### src/rtl/uart_rx_fifo.sv
// Oversampling UART receiver with majority-vote bit recovery, parity/stop checking
// and a first-word-fall-through RX FIFO with valid/ready drain.
module uart_rx_fifo #(
  parameter int CLK_FREQ   = 50_000_000,
  parameter int BAUD       = 115200,
  parameter int DATA_BITS  = 8,
  parameter int PARITY     = 1,
  parameter int STOP_BITS  = 1,
  parameter int OVERSAMPLE = 16,
  parameter int FIFO_DEPTH = 8
) (
  input  logic                          clk,
  input  logic                          rst_n,
  input  logic                          rx,
  output logic [DATA_BITS-1:0]          m_data,
  output logic                          m_valid,
  input  logic                          m_ready,
  output logic [$clog2(FIFO_DEPTH):0]   fifo_count,
  output logic                          busy,
  output logic                          parity_err,
  output logic                          frame_err,
  output logic                          overrun_err
);

  localparam int TICK_DIV = CLK_FREQ / (BAUD * OVERSAMPLE);
  localparam int DW = (TICK_DIV > 1) ? $clog2(TICK_DIV) : 1;
  localparam int TW = $clog2(OVERSAMPLE);
  localparam int BW = $clog2(DATA_BITS);
  localparam int AW = $clog2(FIFO_DEPTH);
  localparam int CW = AW + 1;
  localparam int M  = OVERSAMPLE / 2;

  localparam logic [DW-1:0] DIV_LAST = DW'(TICK_DIV - 1);
  localparam logic [TW-1:0] T_LAST   = TW'(OVERSAMPLE - 1);
  localparam logic [TW-1:0] T_S0     = TW'(M - 1);
  localparam logic [TW-1:0] T_S1     = TW'(M);
  localparam logic [TW-1:0] T_DEC    = TW'(M + 1);
  localparam logic [BW-1:0] BIT_LAST = BW'(DATA_BITS - 1);
  localparam logic [CW-1:0] DEPTH_C  = CW'(FIFO_DEPTH);

  typedef enum logic [2:0] {S_IDLE, S_START, S_DATA, S_PAR, S_STOP} state_t;

  logic                 rx_s1_q, rx_s2_q, rx_prev_q;
  state_t               state_q, state_d;
  logic [DW-1:0]        div_q, div_d;
  logic [TW-1:0]        t_q, t_d;
  logic [1:0]           samp_q, samp_d;
  logic [BW-1:0]        bitn_q, bitn_d;
  logic [DATA_BITS-1:0] shreg_q, shreg_d;
  logic                 par_q, par_d;
  logic                 stop2_q, stop2_d;
  logic                 ferr_q, ferr_d;
  logic                 busy_q, busy_d;
  logic                 pe_q, pe_d, fe_q, fe_d, ov_q, ov_d;
  logic [AW-1:0]        wr_q, wr_d, rd_q, rd_d;
  logic [CW-1:0]        count_q, count_d;
  logic [DATA_BITS-1:0] mem_q [FIFO_DEPTH];

  logic tick, dec, adv, maj, push, pop, full, last_stop;
  logic frame_pe, frame_fe, data_x;

  assign tick = (div_q == DIV_LAST);
  assign dec  = tick && (t_q == T_DEC);
  assign adv  = tick && (t_q == T_LAST);
  // samp_q holds the samples from t = M-1 and t = M; the live rx is the third vote.
  assign maj  = (samp_q[0] & samp_q[1]) | (samp_q[0] & rx_s2_q) | (samp_q[1] & rx_s2_q);
  assign pop  = (count_q != '0) && m_ready;
  assign full = (count_q == DEPTH_C);
  assign last_stop = (STOP_BITS == 1) || stop2_q;
  assign data_x    = ^shreg_q;
  assign frame_fe  = ferr_q | ~maj;
  assign frame_pe  = (PARITY == 1) ? (data_x != par_q) :
                     (PARITY == 2) ? (data_x == par_q) : 1'b0;

  // 2-flop synchroniser plus one history flop for falling-edge detection.
  always_ff @(posedge clk or negedge rst_n) begin
    if (!rst_n) begin
      rx_s1_q   <= 1'b1;
      rx_s2_q   <= 1'b1;
      rx_prev_q <= 1'b1;
    end else begin
      rx_s1_q   <= rx;
      rx_s2_q   <= rx_s1_q;
      rx_prev_q <= rx_s2_q;
    end
  end

  always_comb begin
    state_d = state_q;
    div_d   = tick ? '0 : div_q + 1'b1;
    t_d     = t_q;
    samp_d  = samp_q;
    bitn_d  = bitn_q;
    shreg_d = shreg_q;
    par_d   = par_q;
    stop2_d = stop2_q;
    ferr_d  = ferr_q;
    pe_d    = 1'b0;
    fe_d    = 1'b0;
    ov_d    = 1'b0;
    push    = 1'b0;

    if (tick) t_d = (t_q == T_LAST) ? '0 : t_q + 1'b1;
    if (tick && (t_q == T_S0)) samp_d[0] = rx_s2_q;
    if (tick && (t_q == T_S1)) samp_d[1] = rx_s2_q;

    case (state_q)
      S_IDLE: begin
        if (rx_prev_q && !rx_s2_q) begin
          state_d = S_START;
          div_d   = '0;
          t_d     = '0;
          bitn_d  = '0;
          stop2_d = 1'b0;
          ferr_d  = 1'b0;
        end
      end
      S_START: begin
        if (dec && maj)  state_d = S_IDLE;
        else if (adv)    state_d = S_DATA;
      end
      S_DATA: begin
        if (dec) shreg_d = {maj, shreg_q[DATA_BITS-1:1]};
        if (adv) begin
          if (bitn_q == BIT_LAST) state_d = (PARITY != 0) ? S_PAR : S_STOP;
          else                    bitn_d  = bitn_q + 1'b1;
        end
      end
      S_PAR: begin
        if (dec) par_d = maj;
        if (adv) state_d = S_STOP;
      end
      S_STOP: begin
        // Final stop bit ends at its decision tick so a back-to-back start is not missed.
        if (dec && last_stop) begin
          state_d = S_IDLE;
          pe_d    = frame_pe;
          fe_d    = frame_fe;
          if (!frame_pe && !frame_fe) begin
            if (!full || pop) push = 1'b1;
            else              ov_d = 1'b1;
          end
        end else begin
          if (dec && !maj) ferr_d  = 1'b1;
          if (adv)         stop2_d = 1'b1;
        end
      end
      default: state_d = S_IDLE;
    endcase

    busy_d = (state_d != S_IDLE);
    wr_d   = push ? wr_q + 1'b1 : wr_q;
    rd_d   = pop  ? rd_q + 1'b1 : rd_q;
    case ({push, pop})
      2'b10:   count_d = count_q + 1'b1;
      2'b01:   count_d = count_q - 1'b1;
      default: count_d = count_q;
    endcase
  end

  always_ff @(posedge clk or negedge rst_n) begin
    if (!rst_n) begin
      state_q <= S_IDLE;
      div_q   <= '0;
      t_q     <= '0;
      samp_q  <= 2'b11;
      bitn_q  <= '0;
      shreg_q <= '0;
      par_q   <= 1'b0;
      stop2_q <= 1'b0;
      ferr_q  <= 1'b0;
      busy_q  <= 1'b0;
      pe_q    <= 1'b0;
      fe_q    <= 1'b0;
      ov_q    <= 1'b0;
      wr_q    <= '0;
      rd_q    <= '0;
      count_q <= '0;
    end else begin
      state_q <= state_d;
      div_q   <= div_d;
      t_q     <= t_d;
      samp_q  <= samp_d;
      bitn_q  <= bitn_d;
      shreg_q <= shreg_d;
      par_q   <= par_d;
      stop2_q <= stop2_d;
      ferr_q  <= ferr_d;
      busy_q  <= busy_d;
      pe_q    <= pe_d;
      fe_q    <= fe_d;
      ov_q    <= ov_d;
      wr_q    <= wr_d;
      rd_q    <= rd_d;
      count_q <= count_d;
    end
  end

  always_ff @(posedge clk) begin
    if (push) mem_q[wr_q] <= shreg_q;
  end

  assign m_valid     = (count_q != '0);
  assign m_data      = m_valid ? mem_q[rd_q] : '0;
  assign fifo_count  = count_q;
  assign busy        = busy_q;
  assign parity_err  = pe_q;
  assign frame_err   = fe_q;
  assign overrun_err = ov_q;

endmodule

### config.mk
export PLATFORM = sky130hd
export DESIGN_NAME = uart_rx_fifo
export DESIGN_NICKNAME = d
export VERILOG_FILES = /design/src/rtl/uart_rx_fifo.sv
export SDC_FILE = /design/constraint.sdc
export NUM_CORES = 1
export LEC_CHECK = 0
export CORE_UTILIZATION = 54
export DETAILED_ROUTE_END_ITERATION = 10
export GPL_TIMING_DRIVEN = 0
export HOLD_SLACK_MARGIN = 0.06
export PLACE_DENSITY = 0.74
export SLEW_MARGIN = 20
export SYNTH_ARGS = -nofsm -noshare
export SYNTH_HDL_FRONTEND = slang
export SYNTH_SLANG_ARGS = --single-unit
### constraint.sdc
create_clock -name clk -period 2.95 [get_ports clk]
set_clock_uncertainty 0.2 [all_clocks]
set_input_delay 0.4425 -clock clk [delete_from_list [all_inputs] [get_ports clk]]
set_output_delay 0.4425 -clock clk [all_outputs]
set_load 0.01 [all_outputs]
==> summary.txt <==
Clocking
  • Buffer depth of the longest clock path: 2
  • Clock latency at the later pin of the worst-skew pair: roughly 0.36 ns
  • Clock Sink Count: 108
  • CTS Root Cell: clkbuf_8
  • Clock slew at reported path FFs: 0.10 ns
  • Clock tree from TritonCTS: yes
  • CTS Buf Count: 9
  • H-tree depth reported by CTS: 3

Floorplan
  • Placement Rows: 33
  • Die span in x: roughly 94 um
  • Die Footprint: 8920 um^2
  • Core outline area: roughly 8300 um^2
  • Vertical die dimension: 94.4 um
  • Effective utilization at floorplan: 55.9%
  • Number of I/O pins: 21

Detailed routing
  • Initial DRC count: ~110
  • Number of routed nets with antenna violations: 0
  • Routed wirelength normalized by instance count: 17.0 um
  • Detailed-routing iteration count for the pre-antenna-repair pass: 4
  • Via count: approximately 2500
  • Sum of routed wire length over all layers: ~7.8 mm
  • Number of remaining DRC errors: 0
  • Vias per std cell: roughly 5.5

Logic synthesis
  • Unique cell type count in the Yosys netlist: 47
  • Cell accounting for the most synthesized area: edfxtp_1
  • Async S/R FF share, synth: about two fifths
  • Cell area after synthesis: roughly 4600 um^2
  • Synthesized Nets: around 310
  • Total of flip-flops plus latches after synthesis: between 100 and 150
  • Cells taking the most area after synthesis: edfxtp_1 (42%), dfrtp_1 (21%), mux4_2 (7.8%)
  • Most instantiated flip-flop cell in the synthesis netlist: edfxtp_1
  • Area share of the largest cell type after synthesis: between 40% and 50%
  • Syn. warnings: 0
  • Register area share after synthesis: between 60% and 70%
  • Synthesized instance count: about 290
  • Average footprint of a synthesized cell: roughly 16 um^2
  • Number of enable-type register cells in the synthesized netlist: 64

Min path
  • Hold-critical path endpoint: rx_s2_q$_DFF_PN1_
  • Class of the worst hold path: flop to flop
  • Hold wc startpoint: rx_s1_q$_DFF_PN1_
  • Cells on Worst Hold Path: 0

Power
  • Net Sw Frac: between 20 and 30%
  • Leak pwr: 2.30 nW
  • Power per cell area: 616 nW/um^2
  • Sw Pwr: between 0.9 and 1 mW
  • IR drop worst, VDD: around 0.43 mV
  • Power consumption: between 3 and 4 mW
  • Cell-internal power: 2.41 mW
  • Combinational group share of total power: 22.5%
  • Relative contribution of sequential cells to total power: 53.5%
  • Clock share of power: around a quarter

STA
  • # setup viols final: 0
  • Achievable frequency: ~350 MHz
  • Unrepaired setup endpoints after global routing: yes
  • Transition time at the pin with the least slew margin: ~0.77 ns
  • Final count of hold timing violations: 0
  • Worst slack on hold paths: 0.159 ns
  • Max transition margin: about half
  • Tmin final: 2.86 ns
  • Max-slew violation count: 0
  • Fin crit share: between 90% and 100%
  • Fin worst setup slack: between 0.09 and 0.1 ns

Worst setup path
  • Cell-by-cell listing of the critical path: xnor2_1 -> xnor3_2 -> xnor2_4 -> nand3_4 -> ha_4 -> xor2_1 -> ha_1 -> a21oi_1 -> xor2_1 -> nor2_1 -> xor2_1
  • Kind of start point of the critical path: flop
  • Reg2reg path depth: 11
  • Endpoint class of the critical path: flop
  • Crit-path slowest cell: xnor3_2
  • Delay of the slowest critical-path stage: around 0.5 ns
  • Crit Path Category: flop to flop
  • Startpoint of the worst-slack reg-to-reg timing path: shreg_q[4]$_DFFE_PN0P_
  • Required time of the critical path: 2.99 ns
  • Endpoint of the worst-slack reg-to-reg timing path: fifo_count[2]$_DFFE_PN0P_
  • Cell repeated most along the worst path: xor2_1
  • Reg2reg setup slack: just over 0.09 ns
  • Largest fanout on the critical path: 7
  • Critical Path AT: 2.90 ns

Global route
  • Antenna violations before repair: 0
  • Via count of the first global-routing pass: roughly 2500
  • Aggregate global routing overflow: 0
  • Wire length of the first global-routing pass: about 13 mm
  • All-layer global routing usage: between 10% and 20%
  • Pin count of the biggest net entering global routing: 27

Placement
  • # port buffers: 20
  • Final RePlAce weighted congestion: 0.779
  • Cell total after placement: between 400 and 500
  • Half-perimeter wire length after detailed placement: 5.14 mm
  • Placement Setup Slack: -0.358 ns

Finish
  • Finished Core Util: 66.6%
  • Number of nets at the end of the flow: about 370
  • Antenna Diode Count: 0
  • Non-Filler Instances: ~460
  • Area Overhead vs Synth: 19.1%
  • Fraction of layout cells with a size suffix above 1: ~28%

Job
  • Max-Cap Viols: 0

Outcome
  • Status: finished, final reports clean
-- final cells by class --
| type | instances | area [um^2] |
|---|---|---|
| flip-flops and latches | 108 | 3040 |
| inverters | 6 | 22.5 |
| plain buffers | 7 | 58.8 |
| fillers | 603 | 2760 |
| clock inverters | 5 | 46.3 |
| well taps | 105 | 131 |
| multi-input cells | 171 | 1630 |
| clock buffers | 11 | 131 |
| repair buffers | 48 | 435 |
-- sequential cells by signal, indices dropped and copies added, names as in the netlist, 2 cells and up --
signal and count:
mem_q 64, shreg_q 8, div_q 5, fifo_count 4
t_q 4, bitn_q 3, rd_q 3, state_q 3
wr_q 3, samp_q 2
-- power groups by stage --
stage	Sequential [mW]	Clock [mW]	Combinational (mW)
after detailed placement	1.82	0	0.718
final	1.81	0.814	0.762
after global routing	1.83	0.890	0.846
after CTS	1.81	0.834	0.765
after floorplan	1.82	0	0.502
after global placement	1.82	0	0.691
-- metal layers --
metal	wire length (um)	GRT usage, %	up-vias
met3	174	3.95	8
met2	4080	33.9	28
met4	82	6.54	0
li1	-	-	1216
met1	3500	25.2	1267
met5	0	0	-
-- how the worst max path moves through the flow --
stage	start	endpoint	slack, ns	cells past startpoint
global placement	div_q[0]$_DFF_PN0_	mem_q[4][4]$_DFFE_PP_	-0.57	8
CTS	div_q[0]$_DFF_PN0_	mem_q[7][3]$_DFFE_PP_	-0.01	9
floorplan	div_q[0]$_DFF_PN0_	fifo_count[2]$_DFFE_PN0P_	0.02	14
global route	div_q[0]$_DFF_PN0_	fifo_count[3]$_DFFE_PN0P_	-0.11	12
finish	shreg_q[4]$_DFFE_PN0P_	fifo_count[2]$_DFFE_PN0P_	0.09	11
detailed placement	div_q[0]$_DFF_PN0_	mem_q[0][5]$_DFFE_PP_	-0.36	8
-- logic make-up (layout without fill, tap and decap cells) --
logic type | count (synthesis) | after routing | share of synthesized area [%]
DFF | 108 | 108 | 65.7
adders and majority gates | 12 | 12 | 3.25
and+or+nand+nor | 76 | 76 | 8.95
muxes | 37 | 37 | 12.8
buffers and inverters | 14 | 77 | 1.27
AOI/OAI and AO/OA | 24 | 24 | 3.17
xor gates and xnor gates | 22 | 22 | 4.91
-- cell usage after synthesis (all sizes together), types with 5 or more instances --
master and n:
nor2 28, xor2 11, buf 5, dfstp 5, xnor2 10, edfxtp 64, mux2 12, inv 6
dfrtp 39, ha 12, mux2i 9, nand2 10, o21ai 9, nand4 5, mux4 16, a21oi 5
nand3 7, nor3 6
-- cells in the final DEF, fill, tap and decap left out, types with 9 or more instances in the layout --
master            n
xor2_1           11
xnor2_1           9
clkdlybuf4s50_1  11
mux2i_1           9
mux4_2           16
ha_1             10
clkbuf_8          9
dfrtp_1          33
buf_4            24
edfxtp_1         64
nor2_1           25
nand2_1          10
-- worst max-delay path: cells and delay by family, from the launching register on --
family	cells	cell delay (ns)
xor+xnor	6	1.36
simple gates	2	0.21
compound gates	1	0.14
fa+ha+maj	2	0.39
flops	1	0.44
-- per-stage QoR --
step                      setup TNS (ns)  area, um^2
after floorplan                        0        4620
after global placement            -20.78        4950
after detailed placement          -10.81        4990
after CTS                        -0.0589        5340
after global routing              -0.381        5500
final                                  0        5500
-- what timing repair did --
| item | 4_1_cts | 5_1_grt |
|---|---|---|
| setup endpoints to repair | 75 | 59 |
| endpoints found under the hold margin | 18 | 0 |
| pin swaps | 7 | 5 |
| setup buffers | 11 | 15 |
| resized for setup | 31 | 8 |
| hold buffers | 1 | 0 |
Note: power is estimated with default switching activity, not from simulation.
